`src/rtl/tone_sequencer.sv`:
```
// Queued square-wave note player: requests land in a small FIFO. Each note plays for
// cur_dur milliseconds at a programmable half-period, then a silent gap follows.
module tone_sequencer #(
  parameter int CLK_PER_MS  = 100000,
  parameter int QUEUE_DEPTH = 4,
  parameter int DIV_W       = 20,
  parameter int DUR_W       = 16,
  parameter int GAP_MS      = 10
) (
  input  logic                           clock,
  input  logic                           reset,
  input  logic                           req_valid,
  output logic                           req_ready,
  input  logic [DIV_W-1:0]               req_half_period,
  input  logic [DUR_W-1:0]               req_duration_ms,
  input  logic                           stop,
  output logic                           tone_out,
  output logic                           busy,
  output logic                           note_done,
  output logic [$clog2(QUEUE_DEPTH):0]   queue_count
);
  localparam int PTR_W = $clog2(QUEUE_DEPTH);
  localparam int CNT_W = PTR_W + 1;
  localparam int PRE_W = (CLK_PER_MS > 1) ? $clog2(CLK_PER_MS) : 1;
  localparam logic [PRE_W-1:0] PRE_LAST = PRE_W'(CLK_PER_MS - 1);
  localparam logic [DUR_W-1:0] GAP_LAST = (GAP_MS > 0) ? DUR_W'(GAP_MS - 1) : '0;
  localparam logic [CNT_W-1:0] DEPTH    = CNT_W'(QUEUE_DEPTH);

  typedef enum logic [1:0] {IDLE, PLAY, GAP} state_t;

  state_t             state_q, state_d;
  logic [PRE_W-1:0]   pre_q, pre_d;
  logic [DUR_W-1:0]   ms_q, ms_d;
  logic [DIV_W-1:0]   hc_q, hc_d;
  logic               tone_q, tone_d;
  logic               note_done_q, note_done_d;
  logic [DIV_W-1:0]   cur_half_q, cur_half_d;
  logic [DUR_W-1:0]   cur_dur_q, cur_dur_d;
  logic [PTR_W-1:0]   wr_ptr_q, wr_ptr_d;
  logic [PTR_W-1:0]   rd_ptr_q, rd_ptr_d;
  logic [CNT_W-1:0]   count_q, count_d;
  logic [DIV_W-1:0]   mem_half_q [QUEUE_DEPTH];
  logic [DUR_W-1:0]   mem_dur_q  [QUEUE_DEPTH];

  logic               push, pop;
  logic [DIV_W-1:0]   head_half;
  logic [DUR_W-1:0]   head_dur;
  logic               pre_wrap;

  // Ready looks only at the registered count, so a simultaneous pop never frees a slot early.
  assign req_ready   = (count_q < DEPTH) && !stop;
  assign push        = req_valid && req_ready;
  assign head_half   = mem_half_q[rd_ptr_q];
  assign head_dur    = mem_dur_q[rd_ptr_q];
  assign pre_wrap    = (pre_q == PRE_LAST);

  assign tone_out    = tone_q;
  assign note_done   = note_done_q;
  assign queue_count = count_q;
  assign busy        = (state_q != IDLE) || (count_q != '0);

  always_comb begin
    state_d    = state_q;
    pre_d      = pre_q;
    ms_d       = ms_q;
    hc_d       = hc_q;
    tone_d     = tone_q;
    cur_half_d = cur_half_q;
    cur_dur_d  = cur_dur_q;
    pop        = 1'b0;

    if (stop) begin
      state_d = IDLE;
      pre_d   = '0;
      ms_d    = '0;
      hc_d    = '0;
      tone_d  = 1'b0;
    end else begin
      case (state_q)
        IDLE: begin
          tone_d = 1'b0;
          if (count_q != '0) begin
            pop        = 1'b1;
            cur_half_d = head_half;
            cur_dur_d  = head_dur;
            pre_d      = '0;
            ms_d       = '0;
            hc_d       = '0;
            if (head_dur != '0) state_d = PLAY;
          end
        end
        PLAY: begin
          if (pre_wrap) begin
            pre_d = '0;
            ms_d  = ms_q + DUR_W'(1);
          end else begin
            pre_d = pre_q + PRE_W'(1);
          end
          if (cur_half_q == '0) begin
            tone_d = 1'b0;
            hc_d   = '0;
          end else if (hc_q == cur_half_q - DIV_W'(1)) begin
            tone_d = ~tone_q;
            hc_d   = '0;
          end else begin
            hc_d   = hc_q + DIV_W'(1);
          end
          if (pre_wrap && (ms_q == cur_dur_q - DUR_W'(1))) begin
            state_d = (GAP_MS > 0) ? GAP : IDLE;
            tone_d  = 1'b0;
            pre_d   = '0;
            ms_d    = '0;
            hc_d    = '0;
          end
        end
        GAP: begin
          tone_d = 1'b0;
          if (pre_wrap) begin
            pre_d = '0;
            ms_d  = ms_q + DUR_W'(1);
            if (ms_q == GAP_LAST) begin
              state_d = IDLE;
              ms_d    = '0;
            end
          end else begin
            pre_d = pre_q + PRE_W'(1);
          end
        end
        default: state_d = IDLE;
      endcase
    end

    // Registered pulse that lands on the last PLAY cycle, or right after a zero-length pop.
    note_done_d = (pop && (head_dur == '0)) ||
                  ((state_d == PLAY) && (pre_d == PRE_LAST) &&
                   (ms_d == cur_dur_d - DUR_W'(1)));
  end

  always_comb begin
    wr_ptr_d = wr_ptr_q;
    rd_ptr_d = rd_ptr_q;
    count_d  = count_q;
    if (stop) begin
      wr_ptr_d = '0;
      rd_ptr_d = '0;
      count_d  = '0;
    end else begin
      if (push) wr_ptr_d = wr_ptr_q + PTR_W'(1);
      if (pop)  rd_ptr_d = rd_ptr_q + PTR_W'(1);
      case ({push, pop})
        2'b10:   count_d = count_q + CNT_W'(1);
        2'b01:   count_d = count_q - CNT_W'(1);
        default: count_d = count_q;
      endcase
    end
  end

  always_ff @(posedge clock or posedge reset) begin
    if (reset) begin
      state_q     <= IDLE;
      pre_q       <= '0;
      ms_q        <= '0;
      hc_q        <= '0;
      tone_q      <= 1'b0;
      note_done_q <= 1'b0;
      cur_half_q  <= '0;
      cur_dur_q   <= '0;
      wr_ptr_q    <= '0;
      rd_ptr_q    <= '0;
      count_q     <= '0;
    end else begin
      state_q     <= state_d;
      pre_q       <= pre_d;
      ms_q        <= ms_d;
      hc_q        <= hc_d;
      tone_q      <= tone_d;
      note_done_q <= note_done_d;
      cur_half_q  <= cur_half_d;
      cur_dur_q   <= cur_dur_d;
      wr_ptr_q    <= wr_ptr_d;
      rd_ptr_q    <= rd_ptr_d;
      count_q     <= count_d;
    end
  end

  // Queue storage carries only data; validity is tracked by the pointers and count.
  always_ff @(posedge clock) begin
    if (push) begin
      mem_half_q[wr_ptr_q] <= req_half_period;
      mem_dur_q[wr_ptr_q]  <= req_duration_ms;
    end
  end

endmodule

```
`config.mk`:
```
export PLATFORM = sky130hd
export DESIGN_NAME = tone_sequencer
export DESIGN_NICKNAME = d
export VERILOG_FILES = /design/src/rtl/tone_sequencer.sv
export SDC_FILE = /design/constraint.sdc
export NUM_CORES = 1
export LEC_CHECK = 0
export CAP_MARGIN = 10
export CELL_PAD_IN_SITES_DETAIL_PLACEMENT = 2
export CELL_PAD_IN_SITES_GLOBAL_PLACEMENT = 2
export CORE_MARGIN = 3
export CORE_UTILIZATION = 45
export DETAILED_ROUTE_END_ITERATION = 6
export PLACE_DENSITY = 0.82
export SLEW_MARGIN = 20
export SYNTH_ARGS = -nofsm -noshare
export SYNTH_HDL_FRONTEND = slang
export SYNTH_SLANG_ARGS = --single-unit
```
`constraint.sdc`:
```
create_clock -name clock -period 8.2 [get_ports clock]
set_input_delay 0.82 -clock clock [delete_from_list [all_inputs] [get_ports clock]]
set_output_delay 0.82 -clock clock [all_outputs]
set_load 0.005 [all_outputs]
```
==> results.cfg, run 1 <==
[synth]
synth_ff_type = edfxtp_1
avgSynthCellArea_um2 = 11.3
synth-edff-count = 144
syn_area_mm2 = 0.0124
yosysMostFrequentCell = edfxtp_1
synth.distinct_cells = 70
synth_top_cell_area_share_pct = 34.8
syn-instance-count = 1100
synthArstFlopShare_pct = 41.0
yosysSeqAreaShare_pct = 54.9
yosysWarnings = 0
syn-num-nets = 1153
synth-seq-cells = 244
yosysTopAreaCell = edfxtp_1
synth_area_leaders = edfxtp_1 35%, dfrtp_1 20%, mux4_2 6.5%
synth_commonest_cells = 144 x edfxtp_1, 143 x nand2_1, 100 x dfrtp_1

[pwr]
leakage_nw = 5.14
ir_worst_vdd_uv = 246
p_per_area_mw_per_mm2 = 328
p_total_mw = 4.64

[sta]
slew-limit-headroom_pct = 27.2
layout_min_cycle_time_ns = 5.42
worstMarginPinSlew_ns = 1.09
finalHoldViolations = 0
fin_crit_sh_pct = 66.1
hold_slack_ns = 0.512
drv_slew = 0
fin_skew_ns = 0.0152
timing.fmax_mhz = 185
setup_viol = 0
setup-tns-final_ns = 0
rsz0062_at_grt = no

[critical_path]
cpPeakStageDelay_ns = 0.86
crit_buf_inv = 2
cp-start-kind = input pin
crit_family = simple AND/OR/NAND/NOR gates
critPathMaxFanout = 37
cp_data_arrival_time_ns = 5.88
rr_worst_depth = 11
crit_start = stop
rrSetupSlack_ns = 3.14
path_common_cell = nor4_1
crit_required_ns = 8.67
slowest_stage = nand2_1
reg2reg_to = note_done
path_cells = clkdlybuf4s50_1 > buf_4 > nor3_1 > nand2_1 > o21a_1 > nor4_1 > xor2_1 > nor2_1 > a31oi_1 > o311ai_0 > nor4_1 > nand4_1 > o21ai_1
cp-end-kind = flop
worstSetupPathType = input pin to flop
r2r-start = state_q[0]

[drt]
ant_nets = 0
drt-vias-per-instance = 6.49
routed_wl_mm = 44.5
vias = 9697
wire_per_inst_um = 29.8
drcViolationCount = 0
dr.pass1.iters = 5
drtIter0Drc = 943

[global_routing]
grt_remaining_overflow = 0
grt_use_total_pct = 30.3
grt_antenna_before_repair = 1
grt_max_degree = 60
grt_pass1_vias = 10500
grt_pass1_wl_mm = 67.8

[clock_network]
clkTransAtPathRegs_ns = 0.07
hold_buffers = 0
cts_resized = 0
clock-sinks = 244
cts_buffers = 27
clk_path_buf_depth = 3
clk_latency_ns = 0.57
post-cts-setup-buffers = 0
cts_root_buf = clkbuf_16
cts_tree = done
htree_levels = 1

[floorplan]
die_x_um = 172
top_level_ports = 47
core_mm2 = 0.0270
rows = 60
die_area_mm2 = 0.0297
start_util_pct = 46.0
die_h_um = 172

[cells_and_area]
layout.cells.non_filler = 1493
drive_gt1_share_pct = 10.1
fin_nets = 1182
fin_util_pct = 52.3
nFillCells = 2571
area_delta_synth_final_pct = 13.7

[placed_design]
place_hpwl_mm = 27.5
gp_congestion = 0.869
io_buffers = 46
dp_cells = 1441

[run]
cap_violations = 0

[min_path]
hp-class = flop to flop
hp-start = tone_out
hold_end = tone_out
whs_path_depth = 1

[outcome]
status = complete, no violations
-- cell type report --
class	instances	area [um^2]	area share, %
Tap cell	341	427	3.02
Clock inverter	21	264	1.87
Clock buffer	29	683	4.83
Sequential cell	244	6830	48.3
Antenna cell	2	5.00	0.0354
Inverter	30	115	0.814
Multi-Input combinational cell	771	5290	37.4
Timing Repair Buffer	55	528	3.73
-- cell usage in the layout (no fill, tap or decap), drive strengths merged, types with 33 or more instances in the layout --
cell	n
edfxtp	144
nand2	143
dfrtp	100
o21ai	68
nor2	61
xnor2	54
nand3	51
clkdlybuf4s50	46
nor3	42
mux4	36
a21oi	35
and3	33
-- per-layer routing --
metal | vias to the layer above | GRT usage (%) | part of all wire (%)
li1 | 4168 | - | -
met1 | 5063 | 41.7 | 42
met2 | 368 | 49.4 | 48
met3 | 98 | 5.46 | 6.3
met4 | 0 | 9.61 | 3.5
met5 | - | 0.334 | 0
-- stage by stage --
| stage | worst slack, ns | cell area [um^2] |
|---|---|---|
| floorplan | 4.49 | 12400 |
| global placement | 3.18 | 13200 |
| detailed placement | 3.05 | 13200 |
| CTS | 3.02 | 14100 |
| global route | 2.63 | 14100 |
| finish | 2.78 | 14100 |
-- registers in the layout, indices dropped and copies added (netlist names) --
name and flops:
cur_dur_q 16, cur_half_q 20, hc_q 20, mem_dur_q 64, mem_half_q 80, ms_q 16, note_done 1, pre_q 17
queue_count 3, rd_ptr_q 2, state_q 2, tone_out 1, wr_ptr_q 2
-- cells by family after synthesis --
logic type | share of synthesized area (%)
buf+inv | 2.68
compound gates | 9.19
flops | 54.9
fa+ha+maj | 1.37
mux | 7.92
simple gates | 18.2
xor+xnor | 5.77
-- power by group --
part           switching (mW)  internal, mW  total (mW)  leakage [nW]
clock network           0.569         0.771        1.34         0.459
registers               0.238          1.46        1.70          2.64
logic                    1.02         0.578        1.60          2.05
total                    1.83          2.81        4.64          5.14
-- worst max-delay path by stage --
| stage | slack (ns) | cells after the start | end |
|---|---|---|---|
| CTS | 3.02 | 13 | note_done |
| floorplan | 4.49 | 15 | note_done |
| global route | 2.63 | 13 | note_done |
| global placement | 3.18 | 13 | note_done |
| finish | 2.78 | 13 | note_done |
| detailed placement | 3.05 | 13 | note_done |
(Power assumes the default switching activity.)
==> inputs of run 2 (changes only) <==
CORE_UTILIZATION = 42   (was 45)
PLACE_DENSITY = 0.77   (was 0.82)
clock period = 5.7 ns   (was 8.2 ns; I/O delays follow)
==> run 2 against run 1 <==
- final area up 0.12%
- non-clock buffer count up 2
- register-to-register slack worse by 2.4 ns
- critical path depth unchanged
==> results.cfg, run 2 (synthesis results as in run 1) <==
[critical_path]
crit_buf_inv = 1
slowest_stage = nand2_1
cpPeakStageDelay_ns = 0.82
cp-start-kind = flop
cp_data_arrival_time_ns = 5.39
crit_family = simple AND/OR/NAND/NOR gates
crit_required_ns = 6.14
path_common_cell = nand2_1
critPathMaxFanout = 23
rrSetupSlack_ns = 0.75
cp-end-kind = flop
worstSetupPathType = flop to flop
path_cells = inv_1 > ha_1 > nor3b_1 > nor4b_1 > nand2_1 > nor3_1 > xnor2_1 > nor4_1 > nand4_1 > nand2_1 > o21ai_0 > nand2_1 > o21ai_0

[outcome]
status = complete, no violations

[drt]
ant_nets = 0
drcViolationCount = 0
vias = 9223
drtIter0Drc = 581
dr.pass1.iters = 6
drt-vias-per-instance = 6.01
routed_wl_mm = 39.9
wire_per_inst_um = 26.0

[floorplan]
die_h_um = 178
start_util_pct = 43.0
die_x_um = 178
rows = 62
die_area_mm2 = 0.0317
top_level_ports = 47
core_mm2 = 0.0289

[cells_and_area]
seqCellArea_mm2 = 0.00683
largest-register = mem_half_q
antenna_cells = 0
reg_top3 = mem_half_q x80, mem_dur_q x64
area_delta_synth_final_pct = 13.8
nFillCells = 2844
fin_nets = 1184
drive_gt1_share_pct = 9.64
most-common-layout-cells = 144 x edfxtp_1, 143 x nand2_1, 99 x dfrtp_1, 60 x nor2_1, 59 x o21ai_0
layout.cells.non_filler = 1535
multiInputGateArea_mm2 = 0.00529
largest_register_ffs = 80
final_common_cell = edfxtp_1

[sta]
hold_slack_ns = 0.500
fin_crit_sh_pct = 86.8
setup-tns-final_ns = 0
finalHoldViolations = 0
drv_slew = 0
setup_viol = 0
rsz0062_at_grt = no
fin_skew_ns = 0.0125
worstMarginPinSlew_ns = 1.13
timing.fmax_mhz = 202
setup_ws_ns = 0.750
slew-limit-headroom_pct = 24.8
layout_min_cycle_time_ns = 4.95

[placed_design]
pre_cts_slack_ns = 0.649
io_buffers = 46
place_hpwl_mm = 28.1
gp_congestion = 0.840
dp_cells = 1486

[min_path]
hp-class = flop to flop

[clock_network]
cts_tree = done
clk_latency_ns = 0.57
cts_root_buf = clkbuf_16
clock-sinks = 244
hold_buffers = 0
clk_path_buf_depth = 3
htree_levels = 1
cts_resized = 0
clkTransAtPathRegs_ns = 0.06
post-cts-setup-buffers = 0
cts_buffers = 27

[global_routing]
grt_remaining_overflow = 0
grt_pass1_vias = 10100
grt_max_degree = 65
grt_pass1_wl_mm = 62.3
grt_antenna_before_repair = 1
grt_use_total_pct = 25.7

[pwr]
p_comb_share_pct = 34.3
p_total_mw = 6.47
leakage_nw = 5.12
sw_frac_of_total_pct = 38.3
power_switching_mw = 2.48
p_per_area_mw_per_mm2 = 457
ir_worst_vdd_uv = 298
p_clk_share_pct = 28.2
p_int_mw = 3.99
seqPwrFrac_pct = 37.5

[run]
cap_violations = 0
==> run 2: path summary, 6_finish.rpt <==
kind | startpoint | endpoint | depth (start not counted)
hold / removal | tone_out | tone_out | 1
setup reg to reg | cur_half_q[0] | hc_q[11] | 13
setup / recovery | cur_half_q[0] | hc_q[11] | 13
hold reg to reg | tone_out | tone_out | 1
max in group asynchronous | reset | rd_ptr_q[0] | 3
min in group asynchronous | reset | tone_out | 2
==> run 2: worst register-to-register path, stage by stage (launching register included) <==
cell and delay [ns]:
dfrtp_1 0.42, inv_1 0.13, ha_1 0.20, nor3b_1 0.53, nor4b_1 0.77, nand2_1 0.21, nor3_1 0.23, xnor2_1 0.11
nor4_1 0.29, nand4_1 0.65, nand2_1 0.82, o21ai_0 0.26, nand2_1 0.13, o21ai_0 0.08
==> run 2: metrics by stage <==
step | cell area, um^2 | utilization, %
after floorplan | 12400 | -
after global placement | 13300 | 45.8
after detailed placement | 13300 | 45.8
after CTS | 14200 | 48.9
after global routing | 14200 | 48.9
final | 14200 | 48.9
==> run 2: cell type report <==
| cell class | instances | area share, % |
|---|---|---|
| clock buffer | 33 | 4.93 |
| clock inverter | 16 | 1.43 |
| inverter | 30 | 0.813 |
| multi-input combinational | 771 | 37.4 |
| sequential | 244 | 48.2 |
| tap | 384 | 3.39 |
| timing repair buffer | 57 | 3.84 |
==> run 2: power groups by stage <==
stage          Sequential (mW)  Clock [mW]  Combinational, mW
2_1_floorplan             2.28           0               1.55
3_3_place_gp              2.42           0               2.08
3_5_place_dp              2.45           0               2.18
4_1_cts                   2.43        1.86               2.22
5_1_grt                   2.47        1.92               2.43
6_report                  2.43        1.82               2.22
==> run 2: layer usage <==
layer  up-vias  share of wire [%]  global-route usage, %
met4         2                2.5                   6.41
met1      4826                 44                   34.4
li1       4170                  -                      -
met2       171                 50                   44.3
met5         -              0.033                      0
met3        54                3.1                   3.26
